**src/rtl/tron_fetch_pkg.sv**
```systemverilog
// -----------------------------------------------------------------------------
// tron_fetch_pkg
//   Types and helpers that the Tron fetch buffer, its prefetch FIFO and its bus
//   interface share.
//   Contents:
//     TRON_DATA_W  default bus / instruction / load-data width
//     word_t       one bus word of TRON_DATA_W bits
//     occ_e        prefetch queue occupancy class (EMPTY / PARTIAL / FULL)
//     clog2_depth  pointer width for a power-of-two queue depth
//     occ_of       maps an entry count onto its occupancy class
// -----------------------------------------------------------------------------
package tron_fetch_pkg;

   localparam int TRON_DATA_W = 16;

   typedef logic [TRON_DATA_W-1:0] word_t;

   typedef enum logic [1:0] {
      OCC_EMPTY   = 2'd0,
      OCC_PARTIAL = 2'd1,
      OCC_FULL    = 2'd2
   } occ_e;

   // Number of bits needed to index 'depth' entries (depth is a power of two).
   function automatic int clog2_depth(input int depth);
      int w;
      w = 0;
      for (int i = 0; i < 31; i++) begin
         if ((1 << i) < depth) w = i + 1;
      end
      return w;
   endfunction

   function automatic occ_e occ_of(input int cnt, input int depth);
      if (cnt == 0)          return OCC_EMPTY;
      else if (cnt >= depth) return OCC_FULL;
      else                   return OCC_PARTIAL;
   endfunction

endpackage

```
**src/rtl/fetch_buffer_if.sv**
```systemverilog
// -----------------------------------------------------------------------------
// fetch_buffer_if
//   Bus bundle between the memory data bus / decode stage and fetch_buffer.
//   master: the surrounding core (drives bus words, flush and decode ready)
//   slave : fetch_buffer (drives instruction queue head, load data, status)
//   Signals:
//     fetch_phase, data_valid, data_in  memory read bus and its phase
//     flush                             branch taken, drop queued instructions
//     instr, instr_valid, instr_ready   valid/ready head of the prefetch queue
//     mem_data, mem_data_valid          held load word and its one-cycle strobe
//     fetch_req                         queue has room for another read
//     count                             entries currently queued (0..DEPTH)
//     overflow                          sticky: an instruction word was dropped
// -----------------------------------------------------------------------------
interface fetch_buffer_if #(
   parameter int DATA_W = tron_fetch_pkg::TRON_DATA_W,
   parameter int DEPTH  = 4
);

   localparam int CNT_W = tron_fetch_pkg::clog2_depth(DEPTH) + 1;

   logic              fetch_phase;
   logic              data_valid;
   logic [DATA_W-1:0] data_in;
   logic              flush;
   logic [DATA_W-1:0] instr;
   logic              instr_valid;
   logic              instr_ready;
   logic [DATA_W-1:0] mem_data;
   logic              mem_data_valid;
   logic              fetch_req;
   logic [CNT_W-1:0]  count;
   logic              overflow;

   modport master (
      output fetch_phase, data_valid, data_in, flush, instr_ready,
      input  instr, instr_valid, mem_data, mem_data_valid, fetch_req, count, overflow
   );

   modport slave (
      input  fetch_phase, data_valid, data_in, flush, instr_ready,
      output instr, instr_valid, mem_data, mem_data_valid, fetch_req, count, overflow
   );

endinterface

```
**src/rtl/fetch_fifo.sv**
```systemverilog
// -----------------------------------------------------------------------------
// fetch_fifo
//   Synchronous FIFO used as the instruction prefetch queue. Pointers wrap
//   modulo DEPTH (power of two); a synchronous flush empties the queue.
//   Ports:
//     clk, reset  rising-edge clock, asynchronous active-high reset
//     wrEn        write wrData (ignored while full unless rdEn pops this cycle)
//     rdEn        advance past the head entry (ignored while empty)
//     flush       empty the queue at the next edge; wrEn/rdEn are ignored
//     wrData      word to enqueue
//     rdData      head entry, 0 while empty
//     count       registered occupancy (0..DEPTH)
//     occ         registered occupancy class
// -----------------------------------------------------------------------------
module fetch_fifo import tron_fetch_pkg::*; #(
   parameter  int DATA_W = TRON_DATA_W,
   parameter  int DEPTH  = 4,
   localparam int PTR_W  = clog2_depth(DEPTH),
   localparam int CNT_W  = PTR_W + 1
) (
   input  logic              clk,
   input  logic              reset,
   input  logic              wrEn,
   input  logic              rdEn,
   input  logic              flush,
   input  logic [DATA_W-1:0] wrData,
   output logic [DATA_W-1:0] rdData,
   output logic [CNT_W-1:0]  count,
   output occ_e              occ
);

   localparam logic [PTR_W-1:0] PTR_ONE = PTR_W'(1);
   localparam logic [CNT_W-1:0] CNT_ONE = CNT_W'(1);

   logic [DATA_W-1:0] mem [DEPTH];
   logic [PTR_W-1:0]  wrPtr;
   logic [PTR_W-1:0]  rdPtr;
   logic [CNT_W-1:0]  nextCount;
   logic              wrAccept;
   logic              rdAccept;

   // A pop frees a slot in the same cycle, so push+pop is legal while full.
   assign rdAccept = rdEn & (occ != OCC_EMPTY) & ~flush;
   assign wrAccept = wrEn & ((occ != OCC_FULL) | rdAccept) & ~flush;

   // NOTE: every variable assigned in always_comb gets a default first so no
   // path leaves it unassigned and no latch is inferred.
   always_comb begin
      nextCount = count;
      if (wrAccept && !rdAccept)      nextCount = count + CNT_ONE;
      else if (rdAccept && !wrAccept) nextCount = count - CNT_ONE;
   end

   // NOTE: sequential state is updated with non-blocking assignments so every
   // register samples the pre-edge values, independent of statement order.
   always_ff @(posedge clk or posedge reset) begin
      if (reset) begin
         wrPtr <= '0;
         rdPtr <= '0;
         count <= '0;
         occ   <= OCC_EMPTY;
      end else if (flush) begin
         wrPtr <= '0;
         rdPtr <= '0;
         count <= '0;
         occ   <= OCC_EMPTY;
      end else begin
         if (wrAccept) wrPtr <= wrPtr + PTR_ONE;
         if (rdAccept) rdPtr <= rdPtr + PTR_ONE;
         count <= nextCount;
         occ   <= occ_of(int'(nextCount), DEPTH);
      end
   end

   // NOTE: the storage array has no reset; its contents are only observed
   // through rdData, which is forced to 0 while the queue is empty.
   always_ff @(posedge clk) begin
      if (wrAccept) mem[wrPtr] <= wrData;
   end

   assign rdData = (occ == OCC_EMPTY) ? '0 : mem[rdPtr];

endmodule

```
**src/rtl/fetch_buffer.sv**
```systemverilog
// -----------------------------------------------------------------------------
// fetch_buffer
//   Sits between the memory data bus and the Tron decode stage. Fetch-phase bus
//   words are queued in a DEPTH-entry prefetch FIFO presented to decode as
//   valid/ready; load-phase words are captured in a held register with a
//   one-cycle valid strobe. A taken branch (flush) empties the queue.
//   Ports:
//     clk    rising-edge clock
//     reset  asynchronous active-high reset
//     bus    fetch_buffer_if.slave (bus words, flush, decode handshake, status)
// -----------------------------------------------------------------------------
module fetch_buffer import tron_fetch_pkg::*; #(
   parameter int DATA_W = TRON_DATA_W,
   parameter int DEPTH  = 4
) (
   input logic           clk,
   input logic           reset,
   fetch_buffer_if.slave bus
);

   localparam int CNT_W = clog2_depth(DEPTH) + 1;

   logic              push;
   logic              pop;
   logic              load;
   logic              full;
   logic              empty;
   occ_e              occ;
   logic [DATA_W-1:0] headWord;
   logic [CNT_W-1:0]  fifoCount;
   logic              overflowQ;
   logic [DATA_W-1:0] memDataQ;
   logic              memDataValidQ;

   // A fetch word arriving with flush belongs to the abandoned path.
   assign push = bus.data_valid & bus.fetch_phase & ~bus.flush;
   assign pop  = bus.instr_valid & bus.instr_ready & ~bus.flush;
   assign load = bus.data_valid & ~bus.fetch_phase;

   assign full  = (occ == OCC_FULL);
   assign empty = (occ == OCC_EMPTY);

   fetch_fifo #(
      .DATA_W (DATA_W),
      .DEPTH  (DEPTH)
   ) u_fifo (
      .clk    (clk),
      .reset  (reset),
      .wrEn   (push),
      .rdEn   (pop),
      .flush  (bus.flush),
      .wrData (bus.data_in),
      .rdData (headWord),
      .count  (fifoCount),
      .occ    (occ)
   );

   // Sticky until reset: a fetch word was lost because the queue was full.
   always_ff @(posedge clk or posedge reset) begin
      if (reset) begin
         overflowQ <= 1'b0;
      end else if (push && full && !pop) begin
         overflowQ <= 1'b1;
      end
   end

   // Load path: independent of flush and of queue state.
   always_ff @(posedge clk or posedge reset) begin
      if (reset) begin
         memDataQ      <= '0;
         memDataValidQ <= 1'b0;
      end else begin
         memDataValidQ <= load;
         if (load) memDataQ <= bus.data_in;
      end
   end

   assign bus.instr          = headWord;
   assign bus.instr_valid    = ~empty;
   assign bus.count          = fifoCount;
   assign bus.overflow       = overflowQ;
   assign bus.mem_data       = memDataQ;
   assign bus.mem_data_valid = memDataValidQ;
   // Held low during reset so every output reads 0 while reset is asserted.
   assign bus.fetch_req      = ~full & ~bus.flush & ~reset;

endmodule

```
**src/flat_wrapper.sv**
```systemverilog
// flat-port wrapper written by rule: the top's interface ports become plain ports
module fetch_buffer_flat import tron_fetch_pkg::*;
#(
   parameter int DATA_W = TRON_DATA_W,
   parameter int DEPTH  = 4
)
  (clk, reset, bus_fetch_phase, bus_data_valid, bus_data_in, bus_flush, bus_instr_ready, bus_instr, bus_instr_valid, bus_mem_data, bus_mem_data_valid, bus_fetch_req, bus_count, bus_overflow);
  fetch_buffer_if #(.DATA_W(DATA_W), .DEPTH(DEPTH)) bus_i ();
  input logic clk;
  input logic reset;
  input wire logic [$bits(bus_i.fetch_phase)-1:0] bus_fetch_phase;
  input wire logic [$bits(bus_i.data_valid)-1:0] bus_data_valid;
  input wire logic [$bits(bus_i.data_in)-1:0] bus_data_in;
  input wire logic [$bits(bus_i.flush)-1:0] bus_flush;
  input wire logic [$bits(bus_i.instr_ready)-1:0] bus_instr_ready;
  output wire logic [$bits(bus_i.instr)-1:0] bus_instr;
  output wire logic [$bits(bus_i.instr_valid)-1:0] bus_instr_valid;
  output wire logic [$bits(bus_i.mem_data)-1:0] bus_mem_data;
  output wire logic [$bits(bus_i.mem_data_valid)-1:0] bus_mem_data_valid;
  output wire logic [$bits(bus_i.fetch_req)-1:0] bus_fetch_req;
  output wire logic [$bits(bus_i.count)-1:0] bus_count;
  output wire logic [$bits(bus_i.overflow)-1:0] bus_overflow;
  assign bus_i.fetch_phase = bus_fetch_phase;
  assign bus_i.data_valid = bus_data_valid;
  assign bus_i.data_in = bus_data_in;
  assign bus_i.flush = bus_flush;
  assign bus_i.instr_ready = bus_instr_ready;
  assign bus_instr = bus_i.instr;
  assign bus_instr_valid = bus_i.instr_valid;
  assign bus_mem_data = bus_i.mem_data;
  assign bus_mem_data_valid = bus_i.mem_data_valid;
  assign bus_fetch_req = bus_i.fetch_req;
  assign bus_count = bus_i.count;
  assign bus_overflow = bus_i.overflow;
  fetch_buffer #(.DATA_W(DATA_W), .DEPTH(DEPTH)) u_core (.clk(clk), .reset(reset), .bus(bus_i));
endmodule
```
**config.mk**
```make
export PLATFORM = sky130hd
export DESIGN_NAME = fetch_buffer_flat
export DESIGN_NICKNAME = d
export VERILOG_FILES = /design/src/rtl/tron_fetch_pkg.sv /design/src/rtl/fetch_buffer_if.sv /design/src/rtl/fetch_fifo.sv /design/src/rtl/fetch_buffer.sv /design/src/flat_wrapper.sv
export SDC_FILE = /design/constraint.sdc
export NUM_CORES = 1
export LEC_CHECK = 0
export CAP_MARGIN = 20
export CORE_MARGIN = 2
export CORE_UTILIZATION = 45
export DETAILED_ROUTE_END_ITERATION = 10
export GPL_TIMING_DRIVEN = 0
export PLACE_DENSITY = 0.69
export SLEW_MARGIN = 10
export SYNTH_ARGS = -nofsm -noshare
export SYNTH_HDL_FRONTEND = slang
export SYNTH_HIERARCHICAL = 1
export SYNTH_SLANG_ARGS = --single-unit
export TNS_END_PERCENT = 1
```
**constraint.sdc**
```tcl
create_clock -name clk -period 2.5 [get_ports clk]
set_input_delay 0.5 -clock clk [delete_from_list [all_inputs] [get_ports clk]]
set_output_delay 0.5 -clock clk [all_outputs]
set_load 0.1 [all_outputs]
```
# [Word-level counts from Yosys, hierarchy flattened]
# Memories as Yosys holds them, arrays and structs flattened.
# Cells that the tools add are included.
[totals] regBits=27 mem_bits_rw=64 out_inout_bits=39 wordCells=57 mem_count=1
[mem_list] memory="u_core.u_fifo.mem" depth=4 width=16 read_ports=1 rd_clocked_by_memory_dff=0 wr=1 line="fetch_fifo.sv:35" source="logic [DATA_W-1:0] mem [DEPTH];"
[op_classes] n_addsub=4 n_lt_le_gt_ge=1 n_eq_ne=2 muxes=13 bitwise=17 reduce_logical=12
[ops] op="$mux 16" count=1
[ops] op="$mux 2" count=7
[ops] op="$and 1x1->1" count=11
[ops] op="$mux 3" count=3
[ops] op="$reduce_bool 2->1" count=3
[ops] op="$not 1->1" count=5
[ops] op="$add 2x1->2 const B" count=2
[ops] op="$logic_and 1x1->1" count=4
[ops] op="$add 3x1->3 const B" count=1
[ops] op="$ge 3x3->1 const B" count=1
[ops] op="$logic_not 1->1" count=3
[ops] op="$logic_not 3->1" count=1
[ops] op="$sub 3x1->3 const B" count=1
[ops] op="$eq 2x2->1 const B" count=1
[ops] op="$logic_not 2->1" count=1
[ops] op="$mux 1" count=2
[ops] op="$ne 2x2->1 const B" count=1
[ops] op="$or 1x1->1" count=1

# [Depth between registers and ports, before layout]
# Gate-level depths: netlist of run 1.
[depth] word_depth=17 mapped_depth=8

# [Hierarchy]
# The synthesis of run 1 kept the hierarchy.
[modules_own_cells] mod="fetch_fifo" n_inst=1 cells_per_inst=159 area_each_um2=2955.3 seq_area_each_um2=2122.0
[modules_own_cells] mod="fetch_buffer" n_inst=1 cells_per_inst=46 area_each_um2=762.0 seq_area_each_um2=450.4

# [Worst setup path before layout of run 1]
# Ideal clock, no wire load.
[synth_path] path_kind="reg-to-output" startpoint="reg, netlist name u_core/u_fifo/count[2]" endpoint="out bus_fetch_req" arrival_time_ns=3.352 path_slack_ns=-1.352 path_stages_with_launch=4 path_cell_list="dfrtp_1 > buf_4 > nand2b_1 > nor3b_1"
[synth_lines] item="to (decl)" line="flat_wrapper.sv:20" source="output wire logic [$bits(bus_i.fetch_req)-1:0] bus_fetch_req;"

# [Worst setup path in the final report of run 1]
[layout_path] startpoint="reg u_core.u_fifo.rdPtr[0]" endpoint="out bus_instr[11]"
[layout_between] elab_chain_cells=2
[layout_rtl] item="from (decl)" line="fetch_fifo.sv:37" source="logic [PTR_W-1:0] rdPtr;"
[layout_rtl] item="from (signal assigned)" line="fetch_fifo.sv:69" source="if (rdAccept) rdPtr <= rdPtr + PTR_ONE;"
[layout_rtl] item="$mem_v2 4x16"
[layout_rtl] item="$mux 16" line="fetch_fifo.sv:81" source="assign rdData = (occ == OCC_EMPTY) ? '0 : mem[rdPtr];"
[layout_rtl] item="to (decl)" line="flat_wrapper.sv:16" source="output wire logic [$bits(bus_i.instr)-1:0] bus_instr;"
# Every way passes these cells.

==> flow_metrics.py, run 1 <==
metrics = {
    "logic_synthesis": {
        "ys.flop_type": "edfxtp_1",
        "ys_warn_count": 6,
        "synth_most_common_cell": "edfxtp_1",
        "ys_seq_elements": 90,
        "synth_top_area_share_pct": 51.70,
        "netlist_instances": 205,
        "async_flop_share_pct": 28.89,
        "ys_types": 36,
        "synth_fp_nets": 233,
        "synth_area_um2": 3717,
        "netlist_top_cells_area": "edfxtp_1 52%, dfrtp_1 18%, mux4_2 9.7%, mux2_4 3.6%, nor2b_1 2.9%",
        "yosys.area.top_type": "edfxtp_1",
        "synth.avg_cell_area_um2": 18.13,
        "synth_common_cells": "64 x edfxtp_1, 26 x dfrtp_1, 17 x nor2b_1",
        "ys_seq_area_share_pct": 69.20,
        "synth-edff-count": 64,
    },
    "clocking": {
        "cts_max_path_buffers": 2,
        "cts_num_sinks": 90,
        "cts_buffers": 9,
        "insertion_delay_ps": 350,
        "root_buffer": "clkbuf_8",
        "cts-htree-levels": 3,
        "cts_setup_buffers": 0,
        "path_clk_slew_ps": 90,
        "cts_hold_buf": 0,
        "cts_tree": "done",
    },
    "setup_path": {
        "crit_chain": "buf_6 -> mux4_2 -> nor2b_2 -> clkdlybuf4s15_2",
        "slowest_stage": "mux4_2",
        "path_buf_inv": 2,
        "slowest_delay_ps": 500,
        "crit_path_start_kind": "flop",
        "reg2reg_slack_ps": 230,
        "arrival_ps": 2010,
        "crit_type": "flop to primary output",
        "cp_top_family": "buffers and inverters",
        "endpoint_kind": "primary output",
        "required_ps": 2000,
        "crit_fanout": 9,
    },
    "pwr": {
        "p_sw_w": 0.001190,
        "ir_drop_uv": 337.5,
        "p_sw_share_pct": 33.31,
        "clockPowerShare_pct": 28.6,
        "comb_power_share_pct": 24.1,
        "power.internal_w": 0.002381,
        "seqPwrFrac_pct": 47.3,
        "powerDensity_nw_per_um2": 751.4,
        "p_leak_nw": 1.757,
    },
    "sta": {
        "fin_crit_sh_pct": 100.5,
        "setup_ws_ps": -13.44,
        "rsz0062_at_grt": "true",
        "min_period_ps": 2513,
        "clock_skew_ps": 8.158,
        "setup_violations": 5,
        "fmaxAchievable_ghz": 0.3979,
        "hold_viol_final": 0,
        "maxSlewHeadroom_pct": 33.94,
        "slew_viol_final": 0,
        "worst_pin_slew_ps": 987.8,
    },
    "drt": {
        "drc": 0,
        "wire_per_inst_um": 17.48,
        "drtAntennaViolNets": 0,
        "drt_iter0_drc": 184,
        "wl_um": 6746,
        "firstDrtPassIters": 4,
        "via_count": 1960,
        "via_per_inst": 5.078,
    },
    "placed_design": {
        "gp_congestion": 0.7277,
        "io_buffers": 60,
        "dp_hpwl_um": 4176,
        "dp_slack_ps": -957.3,
    },
    "floorplan": {
        "die-area_um2": 9004,
        "start_util_pct": 45.93,
        "die_height_um": 94.89,
        "core_um2": 8093,
        "io_pins": 61,
        "num_rows": 33,
        "die_x_um": 94.89,
    },
    "grt": {
        "grt_pass1_vias": 2016,
        "gr-usage-met2_pct": 26.30,
        "busiest_layer": "met2",
        "grt_overflow": 0,
        "grt_first_pass_wirelength_um": 10690,
        "antenna_found_initial": 0,
        "grt_use_met3_pct": 3.831,
        "grt.met1_usage_pct": 22.22,
        "grt_use_total_pct": 16.49,
        "grt_max_degree": 19,
    },
    "layout": {
        "drive_gt1_share_pct": 36.30,
        "diodes": 0,
        "final_core_util_pct": 58.72,
        "syn2layout_area_growth_pct": 27.84,
        "nets": 304,
    },
    "outcome": {
        "outcome": "complete, but fails checks",
        "violations": "negative setup slack",
    },
    "min_path": {
        "min_path_type": "input port to asynchronous set/reset pin",
    },
    "run": {
        "maxCapViolations": 0,
    },
}
## worst paths after layout
check                                  startpoint                endpoint  cells past startpoint
setup / recovery           u_core/u_fifo/rdPtr[0]           bus_instr[11]                      4
hold / removal                              reset  u_core/u_fifo/count[2]                      2
setup reg to reg           u_core/u_fifo/count[2]    u_core/u_fifo/occ[0]                      8
hold reg to reg               u_core/bus.overflow     u_core/bus.overflow                      2
max in group asynchronous                   reset  u_core/bus.mem_data[6]                      2
min in group clk              u_core/bus.overflow     u_core/bus.overflow                      2
## sequential cells by signal (all words and copies together), names as in the netlist
| signal | cells |
|---|---|
| u_core/u_fifo/count | 3 |
| u_core/bus.overflow | 1 |
| u_core/bus.mem_data_valid | 1 |
| u_core/u_fifo/rdPtr | 2 |
| u_core/bus.mem_data | 16 |
| u_core/u_fifo/wrPtr | 2 |
| u_core/u_fifo/occ | 1 |
| u_core/u_fifo/mem | 64 |
## routing by layer
metal | up-vias | wire length (um)
met5 | - | 0
met4 | 0 | 110
met3 | 9 | 259
met2 | 42 | 3488
met1 | 1006 | 2887
li1 | 903 | -
## cell families after synthesis
group           share of synthesized area [%]
buf+inv                                 2.760
mux                                     15.72
flops                                   69.20
compound gates                          2.087
fa+ha+maj                               2.019
simple gates                            7.034
xor+xnor                                1.178
## layout make-up
type                            instances  area, um2
Buffer                                  9      88.84
Clock buffer                           10      137.6
Clock inverter                          6      71.32
Fill cell                             644       3341
Inverter                                9      33.78
Multi-Input combinational cell         97       1102
Sequential cell                        90       2576
Tap cell                              105      131.4
Timing Repair Buffer                   60      610.6
## power by group through the flow
| stage | sequential [W] | combinational (W) | clock, W |
|---|---|---|---|
| 6_report | 0.00169 | 0.000862 | 0.00102 |
| 5_1_grt | 0.00170 | 0.000895 | 0.00111 |
| 4_1_cts | 0.00169 | 0.000869 | 0.00106 |
| 3_5_place_dp | 0.00172 | 0.000866 | 0 |
| 3_3_place_gp | 0.00172 | 0.000863 | 0 |
| 2_1_floorplan | 0.00204 | 0.000323 | 0 |
## placed cells by master (no fill, tap or decap), types with 3 or more instances in the layout
cell,n
edfxtp_1,64
and2_2,4
clkdlybuf4s50_1,39
nor2b_2,16
dfrtp_1,25
inv_1,9
clkdlybuf4s15_2,7
nor2_1,8
mux4_2,16
mux2_2,7
clkbuf_8,10
xor2_1,3
mux2_4,9
inv_6,3
ha_1,6
nand2_1,5
buf_6,9
buf_4,3
## stage by stage
stage / hold slack [ps] / std cells / cell area (um2) / setup TNS (ps) / total power [W]
finish: 479.8 / 386 / 4752 / -28.00 / 0.003571
global placement: 464.2 / 370 / 4506 / -19450 / 0.002581
detailed placement: 457.8 / 370 / 4506 / -21690 / 0.002587
floorplan: 315.7 / 205 / 3774 / -240.0 / 0.002363
CTS: 482.2 / 386 / 4752 / -578.2 / 0.003615
global route: 510.1 / 386 / 4752 / -686.5 / 0.003705
## repair_timing
| action | CTS | global route |
|---|---|---|
| setup endpoints to repair | 18 | 18 |
| resized for setup | 91 | 11 |
| gates cloned | 0 | 0 |
Power figures use the tool's default switching activity.
==> run 2, diff against run 1 <==
SKIP_LAST_GASP = 1   (was default)
==> flow_metrics.py, run 2 (synthesis gave the netlist of run 1 again) <==
metrics = {
    "clocking": {
        "cts_max_path_buffers": 2,
        "insertion_delay_ps": 350,
        "cts_buffers": 9,
        "cts_setup_buffers": 0,
        "cts_tree": "done",
        "cts_resized": 70,
        "root_buffer": "clkbuf_8",
        "cts-htree-levels": 3,
        "cts_hold_buf": 0,
        "path_clk_slew_ps": 80,
        "cts_num_sinks": 90,
    },
    "setup_path": {
        "crit_chain": "buf_4 -> buf_6 -> mux4_2 -> nor2b_2 -> clkbuf_4",
        "crit_type": "flop to primary output",
        "arrival_ps": 2070,
        "slowest_delay_ps": 500,
        "crit_path_start_kind": "flop",
        "crit_fanout": 10,
        "r2r-start": "u_core/u_fifo/count[2]",
        "reg2reg_slack_ps": 250,
        "worstSetupStartpoint": "u_core/u_fifo/rdPtr[0]",
        "endpoint_kind": "primary output",
        "r2r-end": "u_core/u_fifo/mem[1][1]",
        "slowest_stage": "mux4_2",
        "reg2reg_depth": 6,
        "required_ps": 2000,
    },
    "pwr": {
        "comb_power_share_pct": 23.9,
        "ir_drop_uv": 335.8,
        "powerDensity_nw_per_um2": 756.3,
        "report.power.total_w": 0.003560,
        "p_sw_w": 0.001186,
        "p_sw_share_pct": 33.32,
        "clockPowerShare_pct": 28.6,
        "p_leak_nw": 1.706,
        "power.internal_w": 0.002374,
        "seqPwrFrac_pct": 47.4,
    },
    "layout": {
        "final_core_util_pct": 58.16,
        "syn2layout_area_growth_pct": 26.62,
        "drive_gt1_share_pct": 36.30,
        "layout_commonest_cell": "edfxtp_1",
        "diodes": 0,
        "largest_reg_flops": 64,
        "regMostFlops": "u_core/u_fifo/mem",
        "final_cell_mix": "64 x edfxtp_1, 42 x clkdlybuf4s50_1, 25 x dfrtp_1",
        "stdcell_area_um2": 4707,
        "fin_cells": 386,
        "nets": 304,
        "fillCellCount": 648,
    },
    "drt": {
        "drt_iter0_drc": 142,
        "wire_per_inst_um": 17.41,
        "firstDrtPassIters": 4,
        "drtAntennaViolNets": 0,
        "drc": 0,
        "via_per_inst": 5.132,
        "via_count": 1981,
        "wl_um": 6719,
    },
    "grt": {
        "grt_pass1_vias": 2014,
        "antenna_found_initial": 0,
        "grt_max_degree": 19,
        "grt_first_pass_wirelength_um": 10730,
        "grt_use_total_pct": 16.52,
        "grt_overflow": 0,
    },
    "floorplan": {
        "num_rows": 33,
        "die_height_um": 94.89,
        "io_pins": 61,
        "die_x_um": 94.89,
        "core_um2": 8093,
        "die-area_um2": 9004,
        "start_util_pct": 45.93,
    },
    "sta": {
        "slew_viol_final": 0,
        "setup_ws_ps": -74.21,
        "fmaxAchievable_ghz": 0.3885,
        "hold_viol_final": 0,
        "setup_violations": 16,
        "maxSlewHeadroom_pct": 34.14,
        "clock_skew_ps": 8.739,
        "min_period_ps": 2574,
        "timing.hold.ws_ps": 480.5,
        "rsz0062_at_grt": "true",
        "fin_crit_sh_pct": 103.0,
        "worst_pin_slew_ps": 984.9,
    },
    "placed_design": {
        "placed_area_um2": 4506,
        "gp_congestion": 0.7277,
        "io_buffers": 60,
        "dp_hpwl_um": 4176,
        "dp.cells": 370,
    },
    "outcome": {
        "outcome": "complete, but fails checks",
        "violations": "negative setup slack",
    },
    "run": {
        "maxCapViolations": 0,
    },
    "min_path": {
        "min_path_type": "input port to asynchronous set/reset pin",
    },
}
run 2: cell count changes in the layout (fill, tap and decap cells not counted):
cell and delta:
buf_2 +2, buf_4 +2, buf_6 -7, buf_8 -1, clkbuf_2 +1, clkbuf_4 +3
clkdlybuf4s50_1 +3, dlygate4sd2_1 -1, dlymetal6s2s_1 -2
run 2: routing by layer:
layer  track usage [%]  part of all wire, %
met3             3.831                  3.7
met5                 0                    0
met1             22.11                   43
met2             26.54                   51
met4             6.159                  1.6
run 2: worst max path at each step:
stage / to
final: bus_instr[5]
after detailed placement: bus_instr[7]
after global placement: bus_instr[7]
after global routing: bus_instr[1]
after CTS: bus_instr[7]
after floorplan: bus_fetch_req
run 2: power groups by stage:
stage	clock network, W	registers [W]	logic (W)
after floorplan	0	0.00204	0.000323
after global placement	0	0.00172	0.000863
final	0.00102	0.00169	0.000852
after CTS	0.00106	0.00169	0.000855
after global routing	0.00111	0.00170	0.000886
after detailed placement	0	0.00172	0.000866
run 2: through the flow:
stage / TNS [ps] / setup WS (ps)
2_1_floorplan: -240.0 / -92.38
3_3_place_gp: -19450 / -963.1
3_5_place_dp: -21690 / -957.3
4_1_cts: -3660 / -252.0
5_1_grt: -2556 / -185.6
6_report: -779.6 / -74.21
run 2: critical path, delay by kind of cell (launching register included):
family	cells	cell delay, ps
buffers and inverters	3	720
flip-flops	1	340
multiplexers	1	500
AND/OR/NAND/NOR	1	160
run 2: final cells by class:
class / count / area [um2] / area share (%)
buffer: 9 / 76.32 / 1.621
clock buffer: 10 / 137.6 / 2.924
clock inverter: 6 / 71.32 / 1.515
inverter: 9 / 33.78 / 0.7177
multi-input combinational: 97 / 1102 / 23.42
sequential: 90 / 2576 / 54.73
tap: 105 / 131.4 / 2.791
timing repair buffer: 60 / 578.1 / 12.28
==> run 3, diff against run 2 <==
MAX_ROUTING_LAYER = met4   (was default)
PLACE_DENSITY = 0.72   (was 0.69)
TNS_END_PERCENT = default   (was 1)
clock period = 2.15 ns   (was 2.5 ns; I/O delays follow)
==> flow_metrics.py, run 3 (synthesis gave the netlist of run 1 again) <==
metrics = {
    "drt": {
        "wl_um": 7227,
        "drtAntennaViolNets": 0,
        "wire_per_inst_um": 17.98,
        "via_per_inst": 5.090,
        "via_count": 2046,
        "firstDrtPassIters": 4,
        "drc": 0,
        "drt_iter0_drc": 112,
    },
    "setup_path": {
        "endpoint_kind": "primary output",
        "path_common_cell": "buf_12",
        "crit_type": "flop to primary output",
        "slowest_stage": "mux4_2",
        "required_ps": 1720,
        "worstSetupStartpoint": "u_core/u_fifo/rdPtr[0]",
        "slowest_delay_ps": 500,
        "crit_chain": "buf_8 -> buf_12 -> mux4_2 -> nor2b_4 -> buf_12",
        "crit_fanout": 6,
        "crit_path_start_kind": "flop",
        "reg2reg_depth": 8,
        "r2r-start": "u_core/u_fifo/count[2]",
        "arrival_ps": 1820,
    },
    "outcome": {
        "violations": "negative setup slack",
        "outcome": "complete, but fails checks",
    },
    "floorplan": {
        "core_um2": 8093,
        "start_util_pct": 45.93,
        "io_pins": 61,
        "num_rows": 33,
        "die_x_um": 94.89,
        "die_height_um": 94.89,
        "die-area_um2": 9004,
    },
    "placed_design": {
        "dp_hpwl_um": 4450,
        "gp_congestion": 0.7372,
        "io_buffers": 60,
    },
    "pwr": {
        "report.power.total_w": 0.004078,
        "ir_drop_uv": 451.9,
        "p_leak_nw": 1.964,
        "powerDensity_nw_per_um2": 792.9,
    },
    "grt": {
        "grt_first_pass_wirelength_um": 11520,
        "grt_use_total_pct": 18.23,
        "antenna_found_initial": 0,
        "gr-usage-met2_pct": 27.96,
        "grt_overflow": 0,
        "grt_max_degree": 19,
        "busiest_layer": "met2",
        "grt_use_met3_pct": 2.953,
        "grt.met1_usage_pct": 24.84,
        "grt_pass1_vias": 2127,
    },
    "sta": {
        "clock_skew_ps": 10.13,
        "setup_violations": 16,
        "min_period_ps": 2245,
        "timing.hold.ws_ps": 415.9,
        "fmaxAchievable_ghz": 0.4454,
        "setup_ws_ps": -95.08,
        "rsz0062_at_grt": "true",
        "fin_crit_sh_pct": 104.4,
        "worst_pin_slew_ps": 971.3,
        "maxSlewHeadroom_pct": 35.50,
        "hold_viol_final": 0,
        "slew_viol_final": 0,
    },
    "layout": {
        "register_area_um2": 2579,
        "fillCellCount": 570,
        "diodes": 0,
        "layout_commonest_cell": "edfxtp_1",
        "final_cell_mix": "64 x edfxtp_1, 23 x dfrtp_1, 20 x clkdlybuf4s50_1",
        "largest_reg_flops": 64,
        "nets": 320,
        "multi_input_area_um2": 1204,
        "regMostFlops": "u_core/u_fifo/mem",
        "drive_gt1_share_pct": 41.75,
        "syn2layout_area_growth_pct": 38.34,
    },
    "clocking": {
        "cts_tree": "done",
        "path_clk_slew_ps": 80,
        "cts_buffers": 9,
        "insertion_delay_ps": 340,
        "cts-htree-levels": 3,
        "root_buffer": "clkbuf_8",
        "cts_max_path_buffers": 2,
        "cts_num_sinks": 90,
    },
    "run": {
        "maxCapViolations": 0,
    },
    "min_path": {
        "min_path_type": "input port to asynchronous set/reset pin",
    },
}
run 3: changes by cell type in the layout (fill, tap and decap cells not counted), moves of 4 or more:
cell	before	now
nor2b_2	16	0
buf_4	5	12
and2_2	4	0
dlygate4sd2_1	1	19
clkdlybuf4s50_1	42	20
nor2b_4	1	17
and2_4	0	4
buf_12	1	18
clkdlybuf4s15_2	7	1
buf_2	4	0
clkbuf_4	5	1
buf_6	2	7
run 3: through the flow:
| step | setup WS, ps | area [um2] | instances | util, % | setup TNS [ps] |
|---|---|---|---|---|---|
| after floorplan | -353.2 | 3844 | 205 | - | -3075 |
| after global placement | -965.1 | 4576 | 370 | 56.54 | -25980 |
| after detailed placement | -976.8 | 4576 | 370 | 56.54 | -28590 |
| after CTS | -167.2 | 5051 | 395 | 62.42 | -1639 |
| after global routing | -154.1 | 5142 | 402 | 63.54 | -2051 |
| final | -95.08 | 5142 | 402 | 63.54 | -985.2 |
run 3: metal layers:
layer / up-vias / wire, um
met5: - / 0
met1: 1056 / 3239
li1: 937 / -
met3: 6 / 273
met4: 0 / 59
met2: 47 / 3654
run 3: worst max-delay path, delay by kind of cell, from the launching register on:
family	cells	cell delay, ps
AND/OR/NAND/NOR	1	150
flip-flops	1	390
buffers and inverters	3	430
multiplexers	1	500
run 3: final cells by class:
class / count / area share, %
multi-input cells: 97 / 23.41
clock buffers: 12 / 3.017
clock inverters: 4 / 0.5109
inverters: 9 / 0.6569
plain buffers: 9 / 2.433
flip-flops and latches: 90 / 50.15
well taps: 105 / 2.555
repair buffers: 76 / 17.27
run 3: power by group:
group / internal, W / switching, W
combinational: 0.000312 / 0.000768
clock: 0.000482 / 0.000551
sequential: 0.00192 / 0.0000413
total: 0.00272 / 0.00136
run 3: what timing repair did:
action | in CTS | in global routing
gates resized for setup | 189 | 14
pin swaps | 0 | 5
endpoints found under the setup margin | 39 | 21
setup buffers | 7 | 8
hold buffers | 0 | 0
cloned | 2 | 0
run 3: path summary, 6_finish.rpt:
kind	end	slack, ps
setup / recovery	bus_instr[6]	-100
max in group asynchronous	u_core/bus.mem_data[13]	1030
hold / removal	u_core/u_fifo/rdPtr[1]	420
hold reg to reg	u_core/bus.overflow	480
min in group clk	u_core/bus.overflow	460
setup reg to reg	u_core/u_fifo/occ[0]	70
